### src/rtl/counter_pkg.sv
// Shared types for the multi-channel modulo counter.
package counter_pkg;

    // What a channel does once it reaches its terminal count
    typedef enum logic [1:0] {
        CNT_WRAP    = 2'd0,
        CNT_SAT     = 2'd1,
        CNT_ONESHOT = 2'd2
    } cnt_mode_e;

    localparam int MODE_W = 2;

endpackage

### src/rtl/counter_channel.sv
// One programmable up/down modulo counter with wrap, saturate or one-shot
// terminal behaviour. step_tc is combinational so a neighbour can chain on it.
module counter_channel
    import counter_pkg::*;
#(
    parameter int WIDTH = 8
) (
    input  logic              clk,
    input  logic              rst,
    input  logic              en,
    input  logic              up,
    input  logic              load,
    input  logic [WIDTH-1:0]  load_val,
    input  logic [WIDTH-1:0]  cmax,
    input  logic [MODE_W-1:0] mode,
    output logic [WIDTH-1:0]  cnt,
    output logic              tc,
    output logic              done,
    output logic              step_tc
);

    cnt_mode_e        m;
    logic             at_term;
    logic             frozen;
    logic             adv;
    logic [WIDTH-1:0] cnt_nxt;
    logic             done_nxt;

    // Encoding 3 is not named in the enum and falls into the wrap branch
    assign m       = cnt_mode_e'(mode);
    // Up counts treat any value at or above the limit as terminal, so a
    // limit lowered under the running count still terminates
    assign at_term = up ? (cnt >= cmax) : (cnt == '0);
    // A finished one-shot ignores enables until reloaded
    assign frozen  = (m == CNT_ONESHOT) && done;
    assign adv     = en && !frozen;
    assign step_tc = adv && at_term;

    // Next count/done for an enabled step
    always_comb begin
        cnt_nxt  = cnt;
        done_nxt = done;
        if (adv) begin
            if (at_term) begin
                case (m)
                    CNT_SAT: begin
                        if (up && (cnt > cmax)) cnt_nxt = cmax;
                    end
                    CNT_ONESHOT: done_nxt = 1'b1;
                    default: cnt_nxt = up ? '0 : cmax;
                endcase
            end else begin
                cnt_nxt = up ? cnt + WIDTH'(1) : cnt - WIDTH'(1);
            end
        end
    end

    // State register: reset beats load beats counting
    always_ff @(posedge clk) begin
        if (rst) begin
            cnt  <= '0;
            tc   <= 1'b0;
            done <= 1'b0;
        end else if (load) begin
            cnt  <= load_val;
            tc   <= 1'b0;
            done <= 1'b0;
        end else begin
            cnt  <= cnt_nxt;
            tc   <= step_tc;
            done <= done_nxt;
        end
    end

endmodule

### src/rtl/counter_array.sv
// NCH independent counter channels; with CASCADE set each channel after the
// first only advances on its predecessor's terminal step (same-cycle ripple).
module counter_array
    import counter_pkg::*;
#(
    parameter int WIDTH   = 8,
    parameter int NCH     = 4,
    parameter bit CASCADE = 1'b0
) (
    input  logic                  clk,
    input  logic                  rst,
    input  logic [NCH-1:0]        ce,
    input  logic [NCH-1:0]        up,
    input  logic [NCH-1:0]        load,
    input  logic [NCH*WIDTH-1:0]  load_val,
    input  logic [NCH*WIDTH-1:0]  cmax,
    input  logic [MODE_W*NCH-1:0] mode,
    output logic [NCH*WIDTH-1:0]  cnt,
    output logic [NCH-1:0]        tc,
    output logic [NCH-1:0]        done
);

    // Collected carries; the last stage's carry has no consumer
    logic [NCH-1:0] stp_all;
    logic           unused_stp;

    assign unused_stp = &{1'b0, stp_all};

    genvar i;
    generate
        for (i = 0; i < NCH; i++) begin : g_ch
            // Per-stage scalars keep the ripple chain free of vector self-loops
            logic en_i;
            logic stp_i;

            if (CASCADE && (i > 0)) begin : g_casc
                assign en_i = ce[i] & g_ch[i-1].stp_i;
            end else begin : g_direct
                assign en_i = ce[i];
            end

            assign stp_all[i] = stp_i;

            counter_channel #(.WIDTH(WIDTH)) u_ch (
                .clk      (clk),
                .rst      (rst),
                .en       (en_i),
                .up       (up[i]),
                .load     (load[i]),
                .load_val (load_val[i*WIDTH +: WIDTH]),
                .cmax     (cmax[i*WIDTH +: WIDTH]),
                .mode     (mode[i*MODE_W +: MODE_W]),
                .cnt      (cnt[i*WIDTH +: WIDTH]),
                .tc       (tc[i]),
                .done     (done[i]),
                .step_tc  (stp_i)
            );
        end
    endgenerate

endmodule

### config.mk
export PLATFORM = sky130hd
export DESIGN_NAME = counter_array
export DESIGN_NICKNAME = d
export VERILOG_FILES = /design/src/rtl/counter_pkg.sv /design/src/rtl/counter_channel.sv /design/src/rtl/counter_array.sv
export SDC_FILE = /design/constraint.sdc
export NUM_CORES = 1
export LEC_CHECK = 0
export CORE_AREA = 5 5 118 120
export CTS_BUF_LIST = sky130_fd_sc_hd__clkbuf_8
export DETAILED_ROUTE_END_ITERATION = 7
export DIE_AREA = 0 0 123 125
export GPL_TIMING_DRIVEN = 0
export SYNTH_ARGS = -nofsm -noshare
export SYNTH_HDL_FRONTEND = slang
export SYNTH_SLANG_ARGS = --single-unit
### constraint.sdc
create_clock -name clk -period 3.15 [get_ports clk]
set_input_delay 0.7875 -clock clk [delete_from_list [all_inputs] [get_ports clk]]
set_output_delay 0.7875 -clock clk [all_outputs]
set_load 0.005 [all_outputs]
==> reports/qor.csv <==
metric,value,unit
core area,0.0129,mm²
WS Path Type,in2reg,
WP data required,3.32,ns
CP peak stage delay,0.49,ns
"flops & latches, synth",40,
final hold vios,0,
Leak,2.62,nW
vias per cell,5.37,
Seq pwr share,30.2,%
PD cells,343,mW/mm²
max cap viols,0,
drt pass-1 iters,4,
slew at the pin closest to its max-slew limit,0.763,ns
"Clk Latency, worst-skew pair",0.30,ns
Yosys top cell by area,dfxtp_1,
Syn Inst Count,570,
critical path's slowest cell,clkdlybuf4s50_1,
Clock transition at path regs,0.09,ns
via count,4772,
Synth Flop Type,dfxtp_1,
CTS buffer count,5,
Slew Limit Fails,0,
port bufs,125,
CTS sink cnt,40,
setup ws final,0.166,ns
fin crit share,94.7,%
setup slack at placement,-0.509,ns
Slew headroom,49.1,%
Area growth syn-to-layout,39.7,%
"Seq/Total Area, Yosys",18.3,%
"Cell Area, Synth",0.00437,mm²
number of flops mapped to enable cells by yosys,0,
crit end category,flop,
CP arrival,3.15,ns
Crit Path Max Fanout,10,
Clock Power Share,21.0,%
CTS HTree Levels,2,
number of diodes,0,
Synth cell types,60,
Comb pwr share,48.9,%
Sw Pwr,790,µW
DP Area,0.00584,mm²
critical-path cell list,"clkdlybuf4s50_1, inv_1, ha_1, nand4_1, o21ai_0, nor3_1, a21oi_2, clkbuf_2, nor2_1, a311oi_1, o22ai_1",
vias in the first global route,5019,
Ys Warns,0,
pin count of the biggest net entering global routing,13,
Final Power,2.09,mW
Peak VDD IR,159,µV
row count,42,
clock root buffer,clkbuf_8,
"FFs w/ async S/R, synth",0,%
crit start category,primary input,
chip width,123,µm
Initial Utilization,33.9,%
hpwl dp,11300,µm
Placer Congestion,0.882,
type of the tightest min-delay check,reg2reg,
DR DRC count,0,
first-pass GRT wire length,24200,µm
die height,125,µm
# IOs,126,
Final setup violation count,0,
Initial DRC Count,236,
RSZ-0062 raised after global routing,false,
Post-Route WL,14400,µm
initial antenna violation count,0,
Final Cell Area,0.00611,mm²
nets,858,
Synth Net Count,716,
All-Layer GR Usage,18.9,%
status,completed,
GRT Residual Overflow,0,
Synth area leaders,"dfxtp_1 18%, ha_1 16%, nand2_1 5.2%",
Fmax,0.335,GHz
CTS tree,yes,
Clock Skews,0.0104,ns
Routed Antenna Nets,0,
Die ar.,0.0154,mm²
Synth Area per Inst,7.67,µm²
Period minus WS final,2.98,ns
Max clock buf depth,2,
wire length per cell,16.2,µm
share of post-route cells with drive strength above 1,7.85,%
sw frac,37.8,%
Yosys top cell area share,18.3,%
P_int,1.30,mW
## routing by layer
layer / up-vias / share of wire [%] / GRT usage (%)
met5: - / 0 / 0
met4: 0 / 0.81 / 4.43
met3: 8 / 5.5 / 3.21
met2: 126 / 50 / 33.0
met1: 2265 / 44 / 24.2
li1: 2373 / - / -
## placed cells by master (no fill, tap or decap), types with 4 or more instances in the layout
cell,Yosys,final
nor2_1,47,46
nor2b_1,9,9
o21bai_1,7,7
o221ai_1,4,4
a21o_1,11,11
a311oi_1,4,4
nor3_1,14,14
nor3b_1,4,4
buf_4,9,19
xor2_1,9,9
clkbuf_1,10,9
dfxtp_1,40,40
o32ai_1,5,5
o21ai_0,30,29
nand2_1,60,60
o22ai_1,14,14
nand4_1,6,6
fa_1,4,4
xnor2_1,13,13
clkdlybuf4s50_1,0,121
a31oi_1,4,4
nand3b_1,8,8
nand3_1,12,12
mux2i_1,9,9
ha_1,56,56
a21oi_1,37,36
clkbuf_8,0,5
a2111oi_0,4,4
a211o_1,5,5
nand2b_1,8,8
inv_1,50,47
a211oi_1,16,14
nor4_1,4,4
a221oi_1,4,4
o211ai_1,6,6
## worst paths after layout
check / end / slack, ns / cells past startpoint / from
setup reg to reg: g_ch[3].u_ch.cnt[1]$_SDFFE_PP0P_ / 0.56 / 10 / g_ch[3].u_ch.cnt[0]$_SDFFE_PP0P_
hold reg to reg: g_ch[1].u_ch.done$_SDFFE_PP0P_ / 0.52 / 2 / g_ch[1].u_ch.done$_SDFFE_PP0P_
hold / removal: g_ch[1].u_ch.done$_SDFFE_PP0P_ / 0.52 / 2 / g_ch[1].u_ch.done$_SDFFE_PP0P_
setup / recovery: g_ch[0].u_ch.cnt[3]$_SDFFE_PP0P_ / 0.17 / 11 / cmax[5]
## timing repair
item                                    CTS  global route
pin swaps                                 0             2
endpoints found under the setup margin    8            24
hold buffers                              0             0
buffers inserted                          0            10
resized for setup                         6            15
## worst max-delay path, delay by kind of cell
family / cells / cell delay, ns
buf+inv: 3 / 0.82
fa+ha+maj: 1 / 0.29
compound gates: 4 / 0.94
simple gates: 3 / 0.33
## cell usage after synthesis (4+ instances only)
cell	instances
a2111oi_0	4
a211o_1	5
a211oi_1	16
a21o_1	11
a21oi_1	37
a221oi_1	4
a311oi_1	4
a31oi_1	4
buf_4	9
clkbuf_1	10
dfxtp_1	40
fa_1	4
ha_1	56
inv_1	50
mux2i_1	9
nand2_1	60
nand2b_1	8
nand3_1	12
nand3b_1	8
nand4_1	6
nor2_1	47
nor2b_1	9
nor3_1	14
nor3b_1	4
nor4_1	4
o211ai_1	6
o21ai_0	30
o21bai_1	7
o221ai_1	4
o22ai_1	14
o32ai_1	5
xnor2_1	13
xor2_1	9
## logic make-up after synthesis
| kind of cell | count (synthesis) | share of synthesized area, % |
|---|---|---|
| xor+xnor | 22 | 4.41 |
| buf+inv | 74 | 7.21 |
| simple gates | 190 | 21.8 |
| mux | 9 | 2.06 |
| flops | 40 | 18.3 |
| compound gates | 175 | 28.4 |
| fa+ha+maj | 60 | 17.9 |
## metrics by stage
step / TNS [ns] / util, % / hold slack, ns / cells
floorplan: 0 / - / 0.460 / 570
global placement: -6.60 / 45.4 / 0.488 / 871
detailed placement: -7.94 / 45.4 / 0.499 / 871
CTS: 0 / 46.3 / 0.518 / 879
global route: 0 / 47.4 / 0.542 / 889
finish: 0 / 47.4 / 0.517 / 889
## state kept, by name, summed over array words and instances (netlist names)
register        cells
g_ch.u_ch.cnt      32
g_ch.u_ch.tc        4
g_ch.u_ch.done      4
## power groups by stage
stage               combinational (mW)  clock [mW]  sequential [mW]
floorplan                        0.614           0            0.617
global placement                 0.947           0            0.643
detailed placement               0.969           0            0.642
CTS                              0.978       0.453            0.631
global route                      1.14       0.477            0.640
finish                            1.02       0.439            0.631
## area by class of cell
class | instances | area, µm²
buffer | 24 | 129
clock buffer | 5 | 68.8
clock inverter | 3 | 38.8
fill | 1276 | 6770
inverter | 50 | 191
multi-input combinational | 456 | 3330
sequential | 40 | 801
tap | 176 | 220
timing repair buffer | 135 | 1330
(Power assumes the default switching activity.)
